===== src/rtl/audio_mixer_n.sv =====
// -----------------------------------------------------------------------------
// audio_mixer_n
//
// Parametrised N-channel audio mixer. When sample_en is seen in IDLE, the
// pulse bit, volume, bipolar mode and mute mask of every channel are captured.
// The captured channels are then summed one per clock into a wide signed
// accumulator. The sum is clamped to the signed OUT_W range and registered.
//
// Ports
//   clk         mixer clock
//   RES_n       asynchronous active-low reset; aborts any mix in flight
//   sample_en   one-cycle strobe requesting a new output sample
//   ch_pulse    tone output bit per channel
//   ch_vol      volume per channel, channel i at [i*VOL_W +: VOL_W]
//   ch_bipolar  1: a low pulse contributes -vol*STEP; 0: it contributes 0
//   ch_mask     1: channel muted
//   clr_ovr     clears the sticky overrun flag (a new overrun event wins)
//   audio_out   signed mixed sample, held between updates
//   out_valid   one-cycle pulse when audio_out updates
//   busy        high while a mix is in progress (ACC or SAT)
//   overrun     sticky; a sample_en arrived while a mix was in progress
// -----------------------------------------------------------------------------
module audio_mixer_n #(
    parameter int          NUM_CH = 4,
    parameter int          VOL_W  = 4,
    parameter int          OUT_W  = 16,
    parameter logic [15:0] STEP   = 16'h03FF
) (
    input  logic                      clk,
    input  logic                      RES_n,
    input  logic                      sample_en,
    input  logic [NUM_CH-1:0]         ch_pulse,
    input  logic [NUM_CH*VOL_W-1:0]   ch_vol,
    input  logic [NUM_CH-1:0]         ch_bipolar,
    input  logic [NUM_CH-1:0]         ch_mask,
    input  logic                      clr_ovr,
    output logic [OUT_W-1:0]          audio_out,
    output logic                      out_valid,
    output logic                      busy,
    output logic                      overrun
);

    // Index width, accumulator width and width of one vol*STEP product.
    localparam int IW = $clog2(NUM_CH);
    localparam int AW = OUT_W + $clog2(NUM_CH) + VOL_W + 1;
    localparam int PW = VOL_W + 16;

    localparam logic [IW-1:0] LAST_IDX = IW'(NUM_CH - 1);

    // Clamp bounds sign-extended to the accumulator width.
    localparam logic signed [AW-1:0] SAT_MAX =
        {{(AW - OUT_W + 1){1'b0}}, {(OUT_W - 1){1'b1}}};
    localparam logic signed [AW-1:0] SAT_MIN =
        {{(AW - OUT_W + 1){1'b1}}, {(OUT_W - 1){1'b0}}};

    typedef enum logic [1:0] {
        ST_IDLE = 2'd0,
        ST_ACC  = 2'd1,
        ST_SAT  = 2'd2
    } state_e;

    // Clamp the wide sum into the signed OUT_W range; values exactly on a
    // bound fall through the last branch unchanged.
    function automatic logic [OUT_W-1:0] saturate(input logic signed [AW-1:0] value);
        logic [OUT_W-1:0] result;
        if (value > SAT_MAX) begin
            result = {1'b0, {(OUT_W - 1){1'b1}}};
        end else if (value < SAT_MIN) begin
            result = {1'b1, {(OUT_W - 1){1'b0}}};
        end else begin
            result = value[OUT_W-1:0];
        end
        return result;
    endfunction

    state_e                    state_q,     state_d;
    logic signed [AW-1:0]      acc_q,       acc_d;
    logic [IW-1:0]             idx_q,       idx_d;
    logic [NUM_CH-1:0]         pulse_q,     pulse_d;
    logic [NUM_CH*VOL_W-1:0]   vol_q,       vol_d;
    logic [NUM_CH-1:0]         bipolar_q,   bipolar_d;
    logic [NUM_CH-1:0]         mask_q,      mask_d;
    logic [OUT_W-1:0]          audio_out_q, audio_out_d;
    logic                      out_valid_q, out_valid_d;
    logic                      overrun_q,   overrun_d;

    logic [VOL_W-1:0]          vol_sel_s;
    logic [PW-1:0]             mag_s;
    logic signed [AW-1:0]      mag_ext_s;
    logic signed [AW-1:0]      term_s;

    // Signed contribution of the channel currently selected by idx_q.
    always_comb begin
        vol_sel_s = vol_q[idx_q*VOL_W +: VOL_W];
        // Unsigned product; sign is applied only after zero-extension.
        mag_s     = {{16{1'b0}}, vol_sel_s} * {{VOL_W{1'b0}}, STEP};
        mag_ext_s = {{(AW - PW){1'b0}}, mag_s};
        if (mask_q[idx_q]) begin
            term_s = {AW{1'b0}};
        end else if (pulse_q[idx_q]) begin
            term_s = mag_ext_s;
        end else if (bipolar_q[idx_q]) begin
            term_s = {AW{1'b0}} - mag_ext_s;
        end else begin
            term_s = {AW{1'b0}};
        end
    end

    // Next-state, datapath and flag logic for the IDLE/ACC/SAT sequencer.
    always_comb begin
        state_d     = state_q;
        acc_d       = acc_q;
        idx_d       = idx_q;
        pulse_d     = pulse_q;
        vol_d       = vol_q;
        bipolar_d   = bipolar_q;
        mask_d      = mask_q;
        audio_out_d = audio_out_q;
        out_valid_d = 1'b0;
        overrun_d   = overrun_q;

        case (state_q)
            ST_IDLE: begin
                if (sample_en) begin
                    pulse_d   = ch_pulse;
                    vol_d     = ch_vol;
                    bipolar_d = ch_bipolar;
                    mask_d    = ch_mask;
                    acc_d     = {AW{1'b0}};
                    idx_d     = {IW{1'b0}};
                    state_d   = ST_ACC;
                end else begin
                    state_d   = ST_IDLE;
                end
            end
            ST_ACC: begin
                acc_d = acc_q + term_s;
                idx_d = idx_q + 1'b1;
                if (idx_q == LAST_IDX) begin
                    state_d = ST_SAT;
                end else begin
                    state_d = ST_ACC;
                end
            end
            ST_SAT: begin
                audio_out_d = saturate(acc_q);
                out_valid_d = 1'b1;
                state_d     = ST_IDLE;
            end
            default: begin
                state_d = ST_IDLE;
            end
        endcase

        // A strobe during a mix is dropped; flag it. Setting beats clearing.
        if (sample_en && (state_q != ST_IDLE)) begin
            overrun_d = 1'b1;
        end else if (clr_ovr) begin
            overrun_d = 1'b0;
        end else begin
            overrun_d = overrun_q;
        end
    end

    // State and datapath registers; RES_n discards any mix in progress.
    always_ff @(posedge clk or negedge RES_n) begin
        if (!RES_n) begin
            state_q     <= ST_IDLE;
            acc_q       <= {AW{1'b0}};
            idx_q       <= {IW{1'b0}};
            pulse_q     <= {NUM_CH{1'b0}};
            vol_q       <= {(NUM_CH * VOL_W){1'b0}};
            bipolar_q   <= {NUM_CH{1'b0}};
            mask_q      <= {NUM_CH{1'b0}};
            audio_out_q <= {OUT_W{1'b0}};
            out_valid_q <= 1'b0;
            overrun_q   <= 1'b0;
        end else begin
            state_q     <= state_d;
            acc_q       <= acc_d;
            idx_q       <= idx_d;
            pulse_q     <= pulse_d;
            vol_q       <= vol_d;
            bipolar_q   <= bipolar_d;
            mask_q      <= mask_d;
            audio_out_q <= audio_out_d;
            out_valid_q <= out_valid_d;
            overrun_q   <= overrun_d;
        end
    end

    assign audio_out = audio_out_q;
    assign out_valid = out_valid_q;
    assign overrun   = overrun_q;
    assign busy      = (state_q != ST_IDLE);

endmodule

===== config.mk =====
export PLATFORM = sky130hd
export DESIGN_NAME = audio_mixer_n
export DESIGN_NICKNAME = d
export VERILOG_FILES = /design/src/rtl/audio_mixer_n.sv
export SDC_FILE = /design/constraint.sdc
export NUM_CORES = 1
export LEC_CHECK = 0
export ABC_CLOCK_PERIOD_IN_PS = 11700
export CORE_MARGIN = 2
export CORE_UTILIZATION = 30
export DETAILED_ROUTE_END_ITERATION = 7
export SYNTH_ARGS = -nofsm -noshare
export SYNTH_HDL_FRONTEND = slang
export SYNTH_SLANG_ARGS = --single-unit

===== constraint.sdc =====
create_clock -name clk -period 11.7 [get_ports clk]
set_input_delay 2.34 -clock clk [delete_from_list [all_inputs] [get_ports clk]]
set_output_delay 2.34 -clock clk [all_outputs]
set_load 0.05 [all_outputs]

==> impl_metrics.csv, run 1 <==
group,metric,value,unit
status,status,"complete, no violations",
min_path,hp-class,"reg -> reg",
yosys,postSynthAreaPerCell,8.568,um^2
yosys,synth.distinct_cells,58,
detailed_routing,ant_nets,0,
timing,period_minus_slack,6.962,ns
cts,cts.path.max_buffers,2,
setup_path,crit_type,"reg -> reg",
yosys,synth_cells,573,
floorplan,ios,51,
cts,cts_tree,"done",
yosys,yosysSeqAreaShare,37.21,%
yosys,ys_seq_elements,73,
setup_path,endpoint_kind,"register",
floorplan,start_util,30.80,%
floorplan,core-area,15940,um^2
yosys,synth_flop_cell,"dfrtp_1",
timing,hold_viol,0,
timing,min_period_over_period,59.50,%
layout,diodes,0,
job,max_cap_violations,0,
yosys,synth_top_area_share,37.21,%
global_route,grt_pass1_vias,4057,
floorplan,num_rows,46,
detailed_routing,wl_per_cell,13.38,um
placement,dp_slack,4.720,ns
floorplan,die_x,131.9,um
yosys,syn-num-nets,646,
setup_path,cp.required,11.91,ns
detailed_routing,drcViolationCount,0,
cts,numCtsBuffers,9,
global_route,grt_start_max_net_pins,74,
setup_path,arrival,7.18,ns
global_route,grt_pass1_wl,19630,um
detailed_routing,via_per_inst,4.874,
yosys,synth_edf_count,0,
timing,finalWorstSetupSlack,4.738,ns
detailed_routing,vias,4065,
layout,layout.nets,686,
cts,cts_hold_buf,0,
timing,clock.fmax,0.1436,GHz
yosys,ys_warn_count,0,
timing,setup-tns-final,0,ns
floorplan,die_h,131.9,um
cts,post_cts_buffers,0,
setup_path,path_max_fanout,10,
placement,io_buffer_count,50,
detailed_routing,routed_wl,11160,um
yosys,synth.cell_area,4910,um^2
floorplan,die-area,17410,um^2
global_route,grt.overflow.total,0,
cts,clkTransAtPathRegs,0.06,ns
timing,setup_viol,0,
timing,worstMarginPinSlew,1.030,ns
timing,rsz0062_at_grt,"false",
cts,cts_resized,0,
layout,final_cell_mix,"137 x nand2_1, 73 x dfrtp_1, 49 x clkdlybuf4s50_1",
yosys,synth.largest_area_cell,"dfrtp_1",
timing,finalMaxSlewViolations,0,
setup_path,ff2ff_setup_slack,4.74,ns
layout,synthToLayoutAreaGrowth,20.82,%
placement,gp_congestion,0.8499,
timing,clock_skew,0.005186,ns
global_route,antenna_found_initial,0,
global_route,grt_usage,13.65,%
detailed_routing,drtIter0Drc,273,
cts,htreeDepth,3,
yosys,synthArstFlopShare,100.0,%
cts,clock_latency,0.34,ns
layout,final_layout_size_suffix_gt1_share,5.987,%
setup_path,start_kind,"register",
cts,cts_sinks,73,
detailed_routing,dr.pass1.iters,4,
placement,hpwl,8316,um
yosys,synth_area_leaders,"dfrtp_1 37%, nand2_1 10%, ha_1 8.2%, fa_1 3.7%, nor2_1 3.7%",
timing,slew_headroom,31.19,%
cts,cts-root-buf,"clkbuf_16",
layout,layout_commonest_cell,"nand2_1",
worst max-delay path, stage by stage (launching register included):
cell      delay (ns)
dfrtp_1         0.67
mux4_2          0.65
fa_1            0.68
inv_1           0.09
fa_1            0.53
inv_1           0.07
ha_1            0.33
a21oi_1         0.18
nor2b_1         0.07
nor2_1          0.17
fa_1            0.49
and4_1          0.23
or3_1           0.32
a21oi_1         0.19
ha_1            0.30
o21ai_0         0.18
nor2_1          0.07
and3_1          0.18
o41a_1          0.37
a211o_1         0.34
o21bai_1        0.17
a311oi_1        0.32
xor2_1          0.17
o21ai_1         0.07
layout make-up:
cell class              instances  area, um^2
inverters                      19       71.32
well taps                     216       270.3
fillers                      1641       10010
clock buffers                  11       252.7
repair buffers                 54       525.5
flip-flops and latches         73        1827
multi-input cells             456        2908
clock inverters                 5       77.57
state kept, by name, summed over array words and instances (netlist names):
| signal | count |
|---|---|
| state_q | 2 |
| overrun | 1 |
| mask_q | 4 |
| vol_q | 16 |
| pulse_q | 4 |
| acc_q | 23 |
| bipolar_q | 4 |
| audio_out | 16 |
| out_valid | 1 |
| idx_q | 2 |
path summary, 6_finish.rpt:
kind	from	to	cells past startpoint
min reg2reg	pulse_q[2]	pulse_q[2]	2
max	idx_q[0]	acc_q[21]	23
max reg2reg	idx_q[0]	acc_q[21]	23
min	pulse_q[2]	pulse_q[2]	2
max in group asynchronous	RES_n	vol_q[2]	2
min in group asynchronous	RES_n	acc_q[16]	2
per-stage QoR:
stage	area, um^2	hold slack, ns	std cells	utilization, %
CTS	5932	0.4710	834	37.21
finish	5932	0.4711	834	37.21
global route	5932	0.5000	834	37.21
floorplan	4910	0.4403	573	-
global placement	5602	0.4569	818	35.14
detailed placement	5602	0.4570	818	35.14
kinds of logic (layout without fill, tap and decap cells):
logic type / after synthesis / count (layout) / synth area share, %
AND/OR/NAND/NOR: 260 / 260 / 23.57
AO/OA/AOI/OAI: 118 / 118 / 15.14
flip-flops: 73 / 73 / 37.21
buffers and inverters: 44 / 89 / 3.568
adder cells (fa/ha/maj): 41 / 41 / 11.82
XOR/XNOR: 26 / 26 / 4.638
multiplexers: 11 / 11 / 4.052
cells in the mapped netlist (2+ instances only):
cell / number
or3_1: 6
o31a_1: 2
fa_1: 9
o21ai_1: 13
buf_2: 2
o211ai_1: 3
nor4_1: 3
nor3b_1: 3
a211oi_1: 8
nand2b_1: 6
and4_1: 2
nand2_1: 137
xor2_1: 10
dfrtp_1: 73
a211o_1: 3
o21bai_1: 4
a21o_1: 10
xnor2_1: 16
inv_1: 18
nor2b_1: 6
o21ai_0: 35
a31oi_1: 8
a21oi_1: 18
and2_1: 3
nor2_1: 48
nand3_1: 22
clkbuf_1: 21
mux2i_1: 3
ha_1: 32
o21a_1: 2
mux4_2: 7
and3_1: 5
nor3_1: 10
routing by layer:
layer | up-vias | GRT usage, % | wire, um
li1 | 2062 | - | -
met5 | - | 0 | 0
met3 | 9 | 3.499 | 432
met2 | 66 | 22.37 | 5293
met4 | 0 | 3.684 | 120
met1 | 1928 | 17.91 | 5316
Power of run 1 is not shown: default switching activity piles up to over one toggle a cycle in this logic, so the estimate is an artifact.
==> inputs of run 2 (changes only) <==
ABC_CLOCK_PERIOD_IN_PS = 6690   (was 11700)
clock period = 6.69 ns   (was 11.7 ns; I/O delays follow)
==> impl_metrics.csv, run 2 (synthesis gave the netlist of run 1 again) <==
group,metric,value,unit
global_route,grt.overflow.total,0,
layout,diodes,0,
timing,hold_viol,0,
cts,cts.path.max_buffers,2,
cts,clock_latency,0.34,ns
floorplan,start_util,30.80,%
floorplan,die_x,131.9,um
timing,setup_viol,0,
floorplan,core-area,15940,um^2
floorplan,die-area,17410,um^2
status,status,"complete, no violations",
job,max_cap_violations,0,
timing,period_minus_slack,6.428,ns
detailed_routing,routed_wl,11730,um
layout,fillCellCount,1623,
detailed_routing,wl_per_cell,13.86,um
placement,hpwl,8695,um
setup_path,crit_type,"reg -> reg",
global_route,grt_pass1_vias,4181,
detailed_routing,via_per_inst,4.947,
layout,layout_commonest_cell,"nand2_1",
setup_path,arrival,6.70,ns
timing,worstMarginPinSlew,1.067,ns
timing,slew_headroom,28.89,%
placement,dp_slack,0.03631,ns
timing,setup-tns-final,0,ns
cts,numCtsBuffers,9,
layout,final_cells,846,
cts,clkTransAtPathRegs,0.06,ns
global_route,grt_usage,14.02,%
timing,clock.fmax,0.1556,GHz
placement,gp_congestion,0.8629,
cts,cts_tree,"done",
setup_path,path_max_fanout,5,
timing,finalWorstSetupSlack,0.2616,ns
cts,cts_sinks,73,
timing,finalMaxSlewViolations,0,
layout,final_layout_size_suffix_gt1_share,10.32,%
timing,clock_skew,0.006444,ns
layout,fin_util,38.17,%
timing,min_period_over_period,96.09,%
layout,largest_reg_flops,23,
layout,layout.nets,699,
global_route,grt_start_max_net_pins,74,
setup_path,endpoint_kind,"register",
detailed_routing,drtIter0Drc,251,
min_path,hp-class,"reg -> reg",
detailed_routing,drcViolationCount,0,
global_route,grt_pass1_wl,20090,um
detailed_routing,vias,4185,
layout,synthToLayoutAreaGrowth,23.93,%
global_route,antenna_found_initial,0,
layout,final_cell_mix,"136 x nand2_1, 72 x dfrtp_1, 49 x clkdlybuf4s50_1",
floorplan,num_rows,46,
detailed_routing,ant_nets,0,
placement,placed_cells,823,
setup_path,start_kind,"register",
detailed_routing,dr.pass1.iters,4,
cts,htreeDepth,3,
cts,cts-root-buf,"clkbuf_16",
floorplan,die_h,131.9,um
setup_path,cp.required,6.96,ns
floorplan,ios,51,
placement,io_buffer_count,50,
layout,largest_register,"acc_q",
-- run 2: worst max-delay path, stage by stage, from the launching register on --
cell	delay, ns
dfrtp_2	0.42
mux4_2	0.56
fa_1	0.57
inv_1	0.06
fa_1	0.51
inv_2	0.06
ha_1	0.32
a21oi_1	0.18
nor2b_1	0.08
nor2_2	0.12
fa_1	0.44
and4_2	0.23
or3_1	0.35
a21oi_2	0.16
ha_2	0.32
o21ai_2	0.14
nor2_1	0.06
and3_1	0.17
o41a_1	0.42
a211o_1	0.36
buf_4	0.15
o31a_1	0.28
or3_1	0.31
nand3_1	0.08
-- run 2: final cells by class --
cell class / count / area, um^2 / share of cell area, %
clock buffer: 9 / 225.2 / 3.701
clock inverter: 6 / 116.4 / 1.912
inverter: 19 / 71.32 / 1.172
multi-input combinational: 456 / 2950 / 48.49
sequential: 73 / 1828 / 30.04
tap: 216 / 270.3 / 4.442
timing repair buffer: 67 / 623.1 / 10.24
-- run 2: layer usage --
metal / up-vias / global-route usage [%] / wire length [um]
met3: 12 / 3.114 / 386
met5: - / 0 / 0
met2: 66 / 23.99 / 5794
met1: 2018 / 17.68 / 5448
met4: 0 / 4.227 / 98
li1: 2089 / - / -
-- run 2: final timing paths --
| check | slack, ns | startpoint | to | cells after the start |
|---|---|---|---|---|
| max in group asynchronous | 4.84 | RES_n | idx_q[0] | 2 |
| hold / removal | 0.47 | mask_q[2] | mask_q[2] | 2 |
| setup / recovery | 0.26 | idx_q[0] | acc_q[19] | 23 |
| hold reg to reg | 0.47 | mask_q[2] | mask_q[2] | 2 |
| min in group asynchronous | 1.22 | RES_n | acc_q[15] | 2 |
| setup reg to reg | 0.26 | idx_q[0] | acc_q[19] | 23 |
-- run 2: repair_timing --
item                                    4_1_cts  5_1_grt
endpoints found under the setup margin        0        9
hold buffers                                  0        0
resized for setup                             0       17
buffers inserted                              0        8
-- run 2: per-stage QoR --
step           hold slack [ns]  area (um^2)
2_1_floorplan           0.4403         4910
3_3_place_gp            0.4593         5639
3_5_place_dp            0.4584         5639
4_1_cts                 0.4745         5981
5_1_grt                 0.4924         6085
6_report                0.4713         6085
Power of run 2 is left out for the same reason.
==> inputs of run 3 (changes only) <==
ABC_AREA = 1   (was default)
CORE_MARGIN = 3   (was 2)
PLACE_DENSITY = 0.56   (was default)
==> impl_metrics.csv, run 3 <==
group,metric,value,unit
status,status,"complete, no violations",
yosys,postSynthAreaPerCell,7.406,um^2
global_route,grt_pass1_wl,19290,um
setup_path,r2r-end,"acc_q[21]",
floorplan,die_x,134.3,um
min_path,min_path_cells,2,
yosys,ys_warn_count,0,
yosys,synth.cell_area,4940,um^2
placement,dpl_cell_area,5644,um^2
global_route,grt_start_max_net_pins,74,
yosys,ys_seq_elements,73,
setup_path,path_max_fanout,14,
yosys,synth.distinct_cells,42,
detailed_routing,wl_per_cell,11.81,um
setup_path,r2r_start,"idx_q[0]",
detailed_routing,drcViolationCount,0,
timing,setup_viol,0,
timing,rsz0062_at_grt,"false",
yosys,yosysSeqAreaShare,36.98,%
job,max_cap_violations,0,
setup_path,endpoint_kind,"register",
timing,finalMaxSlewViolations,0,
setup_path,arrival,6.11,ns
setup_path,ff2ff_setup_slack,0.81,ns
timing,clock.fmax,0.1701,GHz
setup_path,crit_buf_inv,2,
layout,largest_register,"acc_q",
timing,hold_viol,0,
detailed_routing,vias,4223,
yosys,synth_edf_count,0,
setup_path,crit_path_top_delay_cell,"fa_1",
setup_path,critical_path.startpoint,"idx_q[0]",
floorplan,die_h,134.3,um
min_path,min_to,"vol_q[7]",
global_route,antenna_found_initial,0,
floorplan,ios,51,
layout,largest_reg_flops,23,
placement,io_buffer_count,50,
yosys,synth_flop_cell,"dfrtp_1",
cts,cts_sinks,73,
yosys,synth_most_common_cell,"nand2_1",
min_path,min-delay-start,"vol_q[7]",
yosys,syn-num-nets,740,
yosys,synth_cells,667,
setup_path,start_kind,"register",
setup_path,r2r_cells,29,
cts,cts-root-buf,"clkbuf_16",
floorplan,die-area,18040,um^2
cts,clock_latency,0.34,ns
timing,setup-tns-final,0,ns
detailed_routing,via_per_inst,4.512,
yosys,synth_top_cells_by_count,"217 x nand2_1, 73 x dfrtp_1, 62 x o21ai_0",
setup_path,cpPeakStageDelay,0.61,ns
global_route,grt_pass1_vias,4040,
cts,cts_tree,"done",
layout,layout_commonest_cell,"nand2_1",
layout,final_cell_mix,"217 x nand2_1, 72 x dfrtp_1, 62 x o21ai_0",
global_route,grt.overflow.total,0,
yosys,synth_top_area_share,36.98,%
global_route,grt_usage,13.12,%
detailed_routing,ant_nets,0,
timing,clock_skew,0.005216,ns
timing,worstMarginPinSlew,1.051,ns
layout,layout.nets,788,
yosys,synth.largest_area_cell,"dfrtp_1",
floorplan,start_util,30.87,%
detailed_routing,dr.pass1.iters,5,
detailed_routing,drtIter0Drc,228,
floorplan,num_rows,46,
detailed_routing,routed_wl,11050,um
setup_path,cp.required,6.92,ns
cts,htreeDepth,3,
cts,numCtsBuffers,9,
layout,synthToLayoutAreaGrowth,20.90,%
layout,fillCellCount,1766,
timing,slew_headroom,29.85,%
yosys,synthArstFlopShare,100.0,%
cts,clkTransAtPathRegs,0.05,ns
layout,stdcell_area,5972,um^2
cts,cts.path.max_buffers,2,
timing,min_period_over_period,87.87,%
min_path,hp-class,"reg -> reg",
setup_path,crit_family,"adder cells",
placement,gp_congestion,0.8188,
layout,final_layout_size_suffix_gt1_share,7.500,%
placement,hpwl,8321,um
setup_path,crit_type,"reg -> reg",
yosys,synth_area_leaders,"dfrtp_1 37%, nand2_1 16%, ha_1 8.1%, o21ai_0 6.3%, inv_1 4.5%",
layout,diodes,0,
floorplan,core-area,16000,um^2
timing,period_minus_slack,5.878,ns
-- run 3: changes by cell type after synthesis, sizes merged, moves of 11 or more --
cell / before / now
inv: 19 / 66
a21oi: 18 / 42
nand2: 137 / 229
nand3: 22 / 38
o21ai: 48 / 66
a21o: 11 / 0
-- run 3: area by class of cell --
type / count / area [um^2] / area share [%]
sequential: 73 / 1828 / 30.61
clock buffer: 13 / 250.2 / 4.190
timing repair buffer: 56 / 543.0 / 9.093
clock inverter: 3 / 40.04 / 0.6704
tap: 216 / 270.3 / 4.525
multi-input combinational: 509 / 2788 / 46.68
inverter: 66 / 252.7 / 4.232
-- run 3: how the worst max path moves through the flow --
stage / end / depth (start not counted)
after floorplan: acc_q[22] / 34
after global placement: acc_q[21] / 29
after detailed placement: acc_q[21] / 29
after CTS: acc_q[21] / 29
after global routing: acc_q[20] / 33
final: acc_q[21] / 29
-- run 3: metrics by stage --
step | setup WS [ns] | utilization [%] | std cells | hold slack [ns]
finish | 0.8117 | 37.32 | 936 | 0.4669
CTS | 0.3957 | 37.09 | 933 | 0.4724
detailed placement | 0.3976 | 35.28 | 917 | 0.4562
floorplan | 1.072 | - | 667 | 0.4366
global route | 0.02904 | 37.32 | 936 | 0.4933
global placement | 0.4892 | 35.28 | 917 | 0.4594
-- run 3: layer usage --
metal | global-route usage (%) | vias up | wire length (um)
met5 | 0 | - | 0
met4 | 4.072 | 0 | 151
met3 | 3.413 | 9 | 540
met2 | 19.89 | 82 | 4687
met1 | 18.36 | 1853 | 5671
li1 | - | 2279 | -
-- run 3: worst reg2reg max path: cells and delay by family, from the launching register on --
kind            cells  cell delay, ns
fa+ha+maj           5            2.51
simple gates       18            1.81
compound gates      4            0.75
buf+inv             2            0.21
flops               1            0.47
-- run 3: cell families after synthesis --
family | Yosys count | synth area share [%]
compound gates | 128 | 14.18
xor+xnor | 11 | 1.950
fa+ha+maj | 41 | 11.75
buf+inv | 85 | 6.915
flops | 73 | 36.98
simple gates | 329 | 28.22
-- run 3: repair_timing --
action | CTS | global route
setup buffers | 0 | 3
hold buffers | 0 | 0
setup endpoints to repair | 0 | 9
resized for setup | 0 | 3
Power of run 3 is left out for the same reason.
